==> src/rtl/mips_pkg.sv <==
// Shared opcode constants, state encoding and opcode classification
// helpers for the multi-cycle MIPS control path.
package mips_pkg;

  localparam logic [5:0] OP_LW   = 6'h23;
  localparam logic [5:0] OP_SW   = 6'h2B;
  localparam logic [5:0] OP_J    = 6'h02;
  localparam logic [5:0] OP_BEQ  = 6'h04;
  localparam logic [5:0] OP_BNE  = 6'h05;
  // Halt-class opcode: retires like a branch, no register write-back.
  localparam logic [5:0] OP_HALT = 6'h3F;

  typedef enum logic [2:0] {
    ST_IDLE   = 3'd0,
    ST_FETCH  = 3'd1,
    ST_DECODE = 3'd2,
    ST_EXEC   = 3'd3,
    ST_MEM    = 3'd4,
    ST_WB     = 3'd5,
    ST_HALT   = 3'd6
  } state_t;

  function automatic logic is_mem_op(input logic [5:0] op);
    return (op == OP_LW) || (op == OP_SW);
  endfunction

  function automatic logic writes_reg(input logic [5:0] op);
    logic w;
    case (op)
      OP_J, OP_BEQ, OP_BNE, OP_HALT: w = 1'b0;
      default:                       w = 1'b1;
    endcase
    return w;
  endfunction

endpackage

==> src/rtl/mc_sequencer_if.sv <==
// Memory bus handshake between the sequencer (master) and the bus side.
interface mc_sequencer_if;
  logic mem_read;
  logic mem_write;
  logic mem_addr_sel;
  logic mem_waitrequest;

  modport master (
    output mem_read,
    output mem_write,
    output mem_addr_sel,
    input  mem_waitrequest
  );

  modport slave (
    input  mem_read,
    input  mem_write,
    input  mem_addr_sel,
    output mem_waitrequest
  );
endinterface

==> src/rtl/mc_sequencer.sv <==
// Multi-cycle instruction sequencer: fetch/decode/exec/mem/wb with bus stall
// timeout, halt on fetch from address 0 and sticky bus_error.
//
// state  | meaning
// IDLE   | out of reset, starts fetching next cycle
// FETCH  | instruction read at PC, waits out bus stalls
// DECODE | opcode settles in the instruction register
// EXEC   | ALU/branch retire, or hand off to MEM for loads/stores
// MEM    | data access at ALU address
// WB     | load data written back to the register file
// HALT   | terminal until reset (PC 0 or bus timeout)
module mc_sequencer
  import mips_pkg::*;
#(
  parameter int WAIT_TIMEOUT = 16,
  parameter int CNT_W        = 5
) (
  input  logic                  clk,
  input  logic                  rst_n,
  input  logic [31:0]           pc,
  input  logic [5:0]            opcode,
  mc_sequencer_if.master        bus,
  output logic                  ir_load,
  output logic                  pc_write,
  output logic                  reg_write,
  output logic [2:0]            state,
  output logic                  active,
  output logic                  bus_error
);

  localparam logic [CNT_W-1:0] CNT_LIM = CNT_W'(WAIT_TIMEOUT);
  localparam logic [CNT_W-1:0] CNT_MAX = '1;

  state_t           state_q;
  state_t           state_nx;
  logic [CNT_W-1:0] wait_cnt;
  logic             stalled;
  logic             timeout;

  // A fetch from PC 0 is a halt request, never a bus access, so it cannot stall.
  assign stalled = bus.mem_waitrequest &&
                   (((state_q == ST_FETCH) && (pc != 32'd0)) || (state_q == ST_MEM));
  assign timeout = stalled && (wait_cnt == CNT_LIM);

  always_ff @(posedge clk or negedge rst_n) begin
    if (!rst_n) begin
      state_q <= ST_IDLE;
    end else begin
      state_q <= state_nx;
    end
  end

  always_ff @(posedge clk or negedge rst_n) begin
    if (!rst_n) begin
      wait_cnt  <= '0;
      bus_error <= 1'b0;
    end else begin
      if (state_nx != state_q) begin
        wait_cnt <= '0;
      end else if (stalled && (wait_cnt != CNT_MAX)) begin
        wait_cnt <= wait_cnt + CNT_W'(1);
      end
      if (timeout) begin
        bus_error <= 1'b1;
      end
    end
  end

  always_comb begin
    state_nx = state_q;
    case (state_q)
      ST_IDLE:   state_nx = ST_FETCH;
      ST_FETCH: begin
        if (pc == 32'd0)               state_nx = ST_HALT;
        else if (timeout)              state_nx = ST_HALT;
        else if (!bus.mem_waitrequest) state_nx = ST_DECODE;
      end
      ST_DECODE: state_nx = ST_EXEC;
      ST_EXEC:   state_nx = is_mem_op(opcode) ? ST_MEM : ST_FETCH;
      ST_MEM: begin
        if (timeout)                   state_nx = ST_HALT;
        else if (!bus.mem_waitrequest) state_nx = (opcode == OP_LW) ? ST_WB : ST_FETCH;
      end
      ST_WB:     state_nx = ST_FETCH;
      ST_HALT:   state_nx = ST_HALT;
      default:   state_nx = ST_IDLE;
    endcase
  end

  always_comb begin
    bus.mem_read     = 1'b0;
    bus.mem_write    = 1'b0;
    bus.mem_addr_sel = 1'b0;
    ir_load          = 1'b0;
    pc_write         = 1'b0;
    reg_write        = 1'b0;
    active           = (state_q != ST_IDLE) && (state_q != ST_HALT);
    case (state_q)
      ST_FETCH: begin
        if ((pc != 32'd0) && !timeout) begin
          bus.mem_read = 1'b1;
          ir_load      = !bus.mem_waitrequest;
        end
      end
      ST_EXEC: begin
        if (!is_mem_op(opcode)) begin
          pc_write  = 1'b1;
          reg_write = writes_reg(opcode);
        end
      end
      ST_MEM: begin
        bus.mem_addr_sel = 1'b1;
        if (!timeout) begin
          bus.mem_read  = (opcode == OP_LW);
          bus.mem_write = (opcode == OP_SW);
          pc_write      = (opcode == OP_SW) && !bus.mem_waitrequest;
        end
      end
      ST_WB: begin
        reg_write = 1'b1;
        pc_write  = 1'b1;
      end
      default: ;
    endcase
  end

  assign state = state_q;

endmodule

==> src/flat_wrapper.sv <==
// flat-port wrapper written by rule: the top's interface ports become plain ports
module mc_sequencer_flat import mips_pkg::*;
#(
  parameter int WAIT_TIMEOUT = 16,
  parameter int CNT_W        = 5
)
  (clk, rst_n, pc, opcode, ir_load, pc_write, reg_write, state, active, bus_error, bus_mem_read, bus_mem_write, bus_mem_addr_sel, bus_mem_waitrequest);
  mc_sequencer_if bus_i ();
  input  logic clk;
  input  logic rst_n;
  input  logic [31:0] pc;
  input  logic [5:0] opcode;
  output logic ir_load;
  output logic pc_write;
  output logic reg_write;
  output logic [2:0] state;
  output logic active;
  output logic bus_error;
  output wire logic [$bits(bus_i.mem_read)-1:0] bus_mem_read;
  output wire logic [$bits(bus_i.mem_write)-1:0] bus_mem_write;
  output wire logic [$bits(bus_i.mem_addr_sel)-1:0] bus_mem_addr_sel;
  input wire logic [$bits(bus_i.mem_waitrequest)-1:0] bus_mem_waitrequest;
  assign bus_mem_read = bus_i.mem_read;
  assign bus_mem_write = bus_i.mem_write;
  assign bus_mem_addr_sel = bus_i.mem_addr_sel;
  assign bus_i.mem_waitrequest = bus_mem_waitrequest;
  mc_sequencer #(.WAIT_TIMEOUT(WAIT_TIMEOUT), .CNT_W(CNT_W)) u_core (.clk(clk), .rst_n(rst_n), .pc(pc), .opcode(opcode), .bus(bus_i), .ir_load(ir_load), .pc_write(pc_write), .reg_write(reg_write), .state(state), .active(active), .bus_error(bus_error));
endmodule
==> config.mk <==
export PLATFORM = sky130hd
export DESIGN_NAME = mc_sequencer_flat
export DESIGN_NICKNAME = d
export VERILOG_FILES = /design/src/rtl/mips_pkg.sv /design/src/rtl/mc_sequencer_if.sv /design/src/rtl/mc_sequencer.sv /design/src/flat_wrapper.sv
export SDC_FILE = /design/constraint.sdc
export NUM_CORES = 1
export LEC_CHECK = 0
export BUFFER_PORTS_ARGS = -buffer_cell sky130_fd_sc_hd__buf_2
export CORE_MARGIN = 5
export CORE_UTILIZATION = 48
export DETAILED_ROUTE_END_ITERATION = 16
export PLACE_DENSITY = 0.95
export SLEW_MARGIN = 5
export SYNTH_ARGS = -nofsm -noshare
export SYNTH_HDL_FRONTEND = slang
export SYNTH_SLANG_ARGS = --single-unit
==> constraint.sdc <==
create_clock -name clk -period 3.9 [get_ports clk]
set_input_delay 0.39 -clock clk [delete_from_list [all_inputs] [get_ports clk]]
set_output_delay 0.39 -clock clk [all_outputs]
set_load 0.02 [all_outputs]
==> results of run 1 <==
==> per-layer routing <==
| metal | global-route usage (%) | share of wire [%] |
|---|---|---|
| met1 | 25.5 | 38 |
| met2 | 40.4 | 53 |
| met3 | 5.90 | 7.6 |
| met4 | 7.29 | 0.65 |
| met5 | 0 | 0 |
==> sequential cells by signal, indices dropped and copies added (netlist names) <==
name and count:
u_core.wait_cnt 5, u_core.state 3, u_core.bus_error 1
==> metrics by stage <==
stage	power (mW)	setup WS [ns]	area (um^2)	hold slack, ns	utilization, %
6_report	0.411	1.63	1280	0.460	65.9
5_1_grt	0.444	1.47	1280	0.499	65.9
4_1_cts	0.413	1.62	1280	0.465	65.9
3_5_place_dp	0.340	1.71	1240	0.249	64.0
3_3_place_gp	0.337	1.80	1240	0.249	64.0
2_1_floorplan	0.268	1.88	971	0.0944	-
==> layout make-up <==
type                       instances  area share [%]
multi-input combinational        104            54.9
timing repair buffer              52            20.7
sequential                         9            17.6
tap                               27            2.64
clock buffer                       4            2.05
inverter                           7            2.05
==> critical path, cell delays in order, from the launching register on <==
cell and delay [ns]:
dfrtp_1 0.42, inv_1 0.13, ha_1 0.15, nor4bb_1 0.40
and2_1 0.29, nor4_1 0.07, buf_2 0.16
==> Yosys cell counts, types with 3 or more instances <==
library cell | n | area (um^2)
nor3_1 | 4 | 20.0
dfrtp_1 | 9 | 225
inv_1 | 6 | 22.5
nand4_1 | 6 | 37.5
nor2_1 | 5 | 18.8
ha_1 | 3 | 37.5
o21ai_0 | 7 | 35.0
a21oi_1 | 6 | 30.0
nand3_1 | 3 | 15.0
o22ai_1 | 3 | 18.8
nand2_1 | 9 | 33.8
nand2b_1 | 5 | 31.3
nor4_1 | 9 | 56.3
nor2b_1 | 3 | 18.8
==> cells in the final DEF, fill, tap and decap left out, types with 2 or more instances in the layout <==
cell type  count
a21boi_1       2
a21oi_1        6
a2bb2oi_1      2
a31oi_1        2
and2_1         2
and3_2         2
buf_2         51
clkbuf_4       3
dfrtp_1        9
ha_1           3
inv_1          6
nand2_1        9
nand2b_1       5
nand3_1        3
nand4_1        6
nor2_1         5
nor2b_1        3
nor3_1         4
nor4_1         9
nor4bb_1       2
o211ai_1       2
o21ai_0        7
o21bai_1       2
o22ai_1        3
o31a_1         2
o41a_1         2
o41ai_1        2
or3_1          2
==> cells by family after synthesis <==
logic type / Yosys count / synth area share, %
flip-flops: 9 / 23.2
buffers and inverters: 11 / 4.51
multiplexers: 1 / 1.03
AO/OA/AOI/OAI: 38 / 27.4
adder cells (fa/ha/maj): 3 / 3.87
AND/OR/NAND/NOR: 62 / 39.9
==> worst min-delay path by stage <==
stage,start,end,slack [ns],depth (start not counted)
2_1_floorplan,rst_n,u_core.bus_error$_DFFE_PN0P_,0.09,0
3_3_place_gp,rst_n,u_core.state[1]$_DFF_PN0_,0.25,1
3_5_place_dp,rst_n,u_core.state[2]$_DFF_PN0_,0.25,1
4_1_cts,u_core.bus_error$_DFFE_PN0P_,u_core.bus_error$_DFFE_PN0P_,0.47,1
5_1_grt,bus_mem_waitrequest,u_core.state[0]$_DFF_PN0_,0.50,2
6_report,u_core.bus_error$_DFFE_PN0P_,u_core.bus_error$_DFFE_PN0P_,0.46,1
==> power groups by stage <==
stage | sequential [mW] | combinational, mW | clock [mW]
final | 0.135 | 0.208 | 0.0679
after global routing | 0.138 | 0.230 | 0.0773
after CTS | 0.133 | 0.207 | 0.0729
after floorplan | 0.125 | 0.143 | 0
after detailed placement | 0.135 | 0.205 | 0
after global placement | 0.135 | 0.202 | 0
==> what timing repair did <==
item	4_1_cts	5_1_grt
endpoints found under the setup margin	0	0
endpoints found under the hold margin	9	0
hold buffers	1	0
==> metrics.md, run 1 <==
| Metric | Value |
|---|---|
| Synth warnings | `0` |
| Layout cells sized above 1 | `35.8%` |
| Netlist cell types | `46` |
| Final hold violations | `0` |
| Post-synth EDFFs | `0` |
| Critical Setup Path Class | `register to primary output` |
| Mapped Cells | `between 100 and 150` |
| Largest net degree at the start of global routing | `18` |
| Fin cells | `203` |
| Fmax | `around 0.44 GHz` |
| Nets | `221` |
| Max Buffers Root-to-Sink | `2` |
| Buffers on Ports | `51` |
| Worst reg2reg endpoint | `u_core.wait_cnt[2]$_DFFE_PN0P_` |
| TritonRoute pass-1 iters | `4` |
| GP Congestion | `about 0.96` |
| Slew @ Worst Pin | `around 0.48 ns` |
| Outcome | `finished clean` |
| Die Y | `about 55 um` |
| Max rail drop VDD | `around 0.23 mV` |
| Placed Instances | `between 150 and 200` |
| Max-cap viol count | `0` |
| GRT Residual Overflow | `0` |
| Reg2reg setup slack | `1.69 ns` |
| Yosys reg bits | `9` |
| Maximum fanout along the worst path | `5` |
| Total area of sequential cells | `roughly 230 um^2` |
| Clock latency on the worst-skew pair | `between 0.2 and 0.3 ns` |
| Die area | `0.00302 mm^2` |
| Final setup TNS | `0 ns` |
| CTS root buf | `clkbuf_4` |
| Clk pin slew, worst setup/hold paths | `0.06 ns` |
| Int Pwr | `0.225 mW` |
| Primary FF master, synth | `dfrtp_1` |
| Setup crit end | `bus_mem_write` |
| Worst r2r path cells | `8` |
| Drc violations | `0` |
| DIE WIDTH | `roughly 55 um` |
| Seq pwr share | `32.8%` |
| H-tree Lvls | `1` |
| Multi-input logic area | `702 um^2` |
| CTS tree | `yes` |
| Critical Path Source Type | `register` |
| First-pass GRT wire length | `5010 um` |
| Hold WC Path Type | `register to register` |
| Post-Syn Area | `approximately 970 um^2` |
| Fillers | `~180` |
| IO Count | `52` |
| Initial antenna violation count | `0` |
| Register area share after synthesis | `between 20% and 30%` |
| Synth Net Count | `168` |
| Clk_skew | `approximately 0.00038 ns` |
| Iter 0 DRT Violations | `26` |
| Clock share of power | `roughly 17%` |
| Diode count | `0` |
| Switching Fraction | `between 40% and 50%` |
| P per Cell Area | `321 mW/mm^2` |
| Worst Path Arrival | `around 1.9 ns` |
| Via count of the first global-routing pass | `about 1.2k` |
| # Post-CTS Setup Buffers | `0` |
| Unrepaired setup endpoints after global routing | `no` |
| P_leak | `a little under 0.6 nW` |
| Required @ worst endpoint | `between 3 and 4 ns` |
| Normalized max-slew margin | `between 60% and 70%` |
| Logic pwr share | `between 50 and 60%` |
| GRT Overall Usage | `~22%` |
| Wirelength per Cell | `15.2 um` |
| Avg Inst Size Synth | `~8 um^2` |
| FFs w/ async S/R, synth | `100%` |
| Clk sinks | `9` |
| Area Growth Syn to Fin | `31.7%` |
| DP Wirelength | `roughly 2500 um` |
| Rows | `16` |
| CP startpoint | `u_core.wait_cnt[0]$_DFFE_PN0P_` |
| DRT Wirelength | `about 3100 um` |
| Fin crit share | `58.2%` |
| CTS buffer count | `3` |
| Final setup viols | `0` |
| Initial Util | `about 50%` |
| DRT antenna net count | `0` |
| Vias post-DR | `1224` |
| Net Switching | `between 0.15 and 0.2 mW` |
| Final min period | `2.27 ns` |
| FF-to-FF Start | `u_core.wait_cnt[0]$_DFFE_PN0P_` |
| Max Slew Vio Count | `0` |
| Post-CTS resize count | `0` |
| Vias per cell | `6.03` |
| Core Area | `0.00194 mm^2` |
| Critical path capture point type | `primary output` |
Power figures use the tool's default switching activity.
==> run 2, diff against run 1 <==
--- a/config.mk
+++ b/config.mk
@@ -7,9 +7,9 @@
 export LEC_CHECK = 0
 export BUFFER_PORTS_ARGS = -buffer_cell sky130_fd_sc_hd__buf_2
 export CORE_MARGIN = 5
-export CORE_UTILIZATION = 48
+export CORE_UTILIZATION = 44
 export DETAILED_ROUTE_END_ITERATION = 16
-export PLACE_DENSITY = 0.95
+export PLACE_DENSITY = 0.91
 export SLEW_MARGIN = 5
 export SYNTH_ARGS = -nofsm -noshare
 export SYNTH_HDL_FRONTEND = slang
==> constraint.sdc (replaced) <==
create_clock -name clk -period 2.2 [get_ports clk]
set_input_delay 0.22 -clock clk [delete_from_list [all_inputs] [get_ports clk]]
set_output_delay 0.22 -clock clk [all_outputs]
set_load 0.02 [all_outputs]
==> run 2 against run 1 <==
Wire length grew 7.2%. Cell area is 4.0% higher. Core utilization down 3.9 points. Non-clock buffer count rose by 4. Sequential share of layout area fell by 0.49 points. Clock power is 87% higher. Count of clock-buffer cells in the layout is the same. Clock skew rose by 0.0070 ns. Worst hold slack worse by 0.13 ns. Critical path type is now register to register. Final cell count grew 2.5%. Sequential cell count did not move.
==> metrics.md, run 2 (synthesized netlist as in run 1, its figures left out) <==
| Metric | Value |
|---|---|
| Max Buffers Root-to-Sink | `2` |
| DRT antenna net count | `0` |
| Cell Chain, Critical Path | `ha_1 > and3_1 > ha_2 > nor2b_4 > nand2_1 > or4b_1 > a21oi_1 > o41a_1` |
| Initial Util | `45.2%` |
| Met1 Resource Use GR | `roughly 25%` |
| Max Slew Vio Count | `0` |
| Slew @ Worst Pin | `just over 0.4 ns` |
| Clk sinks | `9` |
| Max reg flops | `5` |
| Slowest cell on the critical path | `or4b_1` |
| Fin crit share | `a little over nine tenths` |
| Drc violations | `0` |
| Met2 Usage GRT | `a little over a third` |
| GP Congestion | `between 0.9 and 1` |
| Outcome | `finished clean` |
| P per Cell Area | `just under 600 mW/mm^2` |
| Wirelength per Cell | `roughly 16 um` |
| Clk_skew | `~0.0074 ns` |
| IO Count | `52` |
| Final instance area | `0.00133 mm^2` |
| Hold WC Path Type | `input port to register` |
| Worst reg2reg endpoint | `u_core.wait_cnt[2]$_DFFE_PN0P_` |
| Gr busiest metal | `met2` |
| Initial antenna violation count | `0` |
| DP Wirelength | `approximately 2500 um` |
| Hold Path End | `u_core.state[0]$_DFF_PN0_` |
| Largest net degree at the start of global routing | `18` |
| GRT Residual Overflow | `0` |
| Max rail drop VDD | `a little over 0.4 mV` |
| Normalized max-slew margin | `between 70% and 80%` |
| Clock latency on the worst-skew pair | `about 0.26 ns` |
| CTS tree | `yes` |
| Final hold violations | `0` |
| GRT Overall Usage | `~20%` |
| Required @ worst endpoint | `approximately 2.4 ns` |
| CTS root buf | `clkbuf_4` |
| DP Area | `roughly 0.0013 mm^2` |
| H-tree Lvls | `1` |
| Vias per cell | `6.07` |
| Die area | `0.00325 mm^2` |
| Most common cell after layout, fill and taps aside | `buf_2` |
| Reg2reg setup slack | `roughly 0.12 ns` |
| Min Hold Slack | `between 0.3 and 0.4 ns` |
| Hold Path Cell Cnt | `2` |
| First-pass GRT wire length | `about 5400 um` |
| Iter 0 DRT Violations | `63` |
| Layout cells sized above 1 | `40.6%` |
| Met3 usage | `4.98%` |
| Critical Path Source Type | `register` |
| Die Y | `~57 um` |
| Top reg by flops | `u_core.wait_cnt` |
| Via count of the first global-routing pass | `1206` |
| CTS buffer count | `3` |
| Vias post-DR | `~1.3k` |
| Commonest non-fill, non-tap cells in the layout | `buf_2 (51), nor4_1 (9), nand2_1 (9), o21ai_0 (7), dfrtp_1 (7)` |
| Cell family with most CP delay | `simple AND/OR/NAND/NOR gates` |
| Final setup TNS | `0 ns` |
| Critical Setup Path Class | `register to register` |
| Slowest stage delay, CP | `approximately 0.46 ns` |
| DRT Wirelength | `3300 um` |
| Maximum fanout along the worst path | `5` |
| Hold Startpoint | `bus_mem_waitrequest` |
| Diode count | `0` |
| Rows | `17` |
| Placed Instances | `201` |
| Final setup viols | `0` |
| Worst Path Arrival | `approximately 2.3 ns` |
| Fmax | `around 0.48 GHz` |
| FF-to-FF Start | `u_core.wait_cnt[0]$_DFFE_PN0P_` |
| Area Growth Syn to Fin | `37.0%` |
| DIE WIDTH | `57.0 um` |
| TritonRoute pass-1 iters | `4` |
| Clk pin slew, worst setup/hold paths | `approximately 0.060 ns` |
| Worst r2r path cells | `8` |
| Worst Path Buf+Inv | `0` |
| Core Area | `~0.0021 mm^2` |
| Fin cells | `about 210` |
| P_leak | `roughly 0.6 nW` |
| Buffers on Ports | `slightly above 50` |
| Final min period | `2.08 ns` |
| Critical path capture point type | `register` |
| Max-cap viol count | `0` |
| Nets | `about 230` |
| Final Util | `between 60% and 70%` |
| Instance count on the critical path | `8` |
[run 2: cell count changes in the layout (fill, tap and decap cells not counted)]
cell      before  now
ha_1           3    2
nor4bb_1       2    1
buf_4          0    4
and2_1         2    1
ha_2           0    1
and2_2         0    1
dfrtp_1        9    7
dfrtp_2        0    2
a32oi_2        0    1
a32oi_1        1    0
nor4bb_2       0    1
[run 2: metal layers]
metal,wire length (um),vias up
li1,-,604
met1,1270,600
met2,1720,54
met3,283,4
met4,25,0
met5,0,-
[run 2: where the power goes]
group | leakage [nW] | switching, mW | internal (mW)
clock network | 0.0150 | 0.0573 | 0.0698
registers | 0.118 | 0.0414 | 0.185
logic | 0.474 | 0.259 | 0.172
[run 2: what timing repair did]
| action | in CTS | in global routing |
|---|---|---|
| hold endpoints to repair | 9 | 0 |
| hold buffers | 1 | 0 |
| gates resized for setup | 0 | 6 |
| setup buffers | 0 | 2 |
| endpoints found under the setup margin | 0 | 6 |
[run 2: final cells by class]
type	instances	area, um^2
Timing Repair Buffer	56	295
Sequential cell	9	228
Multi-Input combinational cell	104	719
Fill cell	196	818
Inverter	7	26.3
Clock buffer	4	26.3
Tap cell	28	35.0
[run 2: worst reg2reg max path: cells and delay by family (launching register included)]
family	cells	cell delay (ns)
simple gates	4	0.90
compound gates	2	0.28
fa+ha+maj	2	0.41
flops	1	0.42
[run 2: per-stage QoR]
step	setup WS, ns	power, mW
detailed placement	0.00349	0.638
global placement	0.127	0.621
finish	0.116	0.784
global route	-0.0140	0.844
CTS	0.00440	0.771
floorplan	0.184	0.475
[run 2: how the worst max path moves through the flow]
stage	startpoint	end	slack, ns
after floorplan	u_core.wait_cnt[0]$_DFFE_PN0P_	u_core.wait_cnt[2]$_DFFE_PN0P_	0.18
after global placement	u_core.wait_cnt[0]$_DFFE_PN0P_	u_core.wait_cnt[2]$_DFFE_PN0P_	0.13
after detailed placement	u_core.wait_cnt[0]$_DFFE_PN0P_	u_core.wait_cnt[3]$_DFFE_PN0P_	0.003
after CTS	u_core.wait_cnt[0]$_DFFE_PN0P_	u_core.wait_cnt[3]$_DFFE_PN0P_	0.004
after global routing	u_core.wait_cnt[0]$_DFFE_PN0P_	u_core.wait_cnt[3]$_DFFE_PN0P_	-0.01
final	u_core.wait_cnt[0]$_DFFE_PN0P_	u_core.wait_cnt[2]$_DFFE_PN0P_	0.12
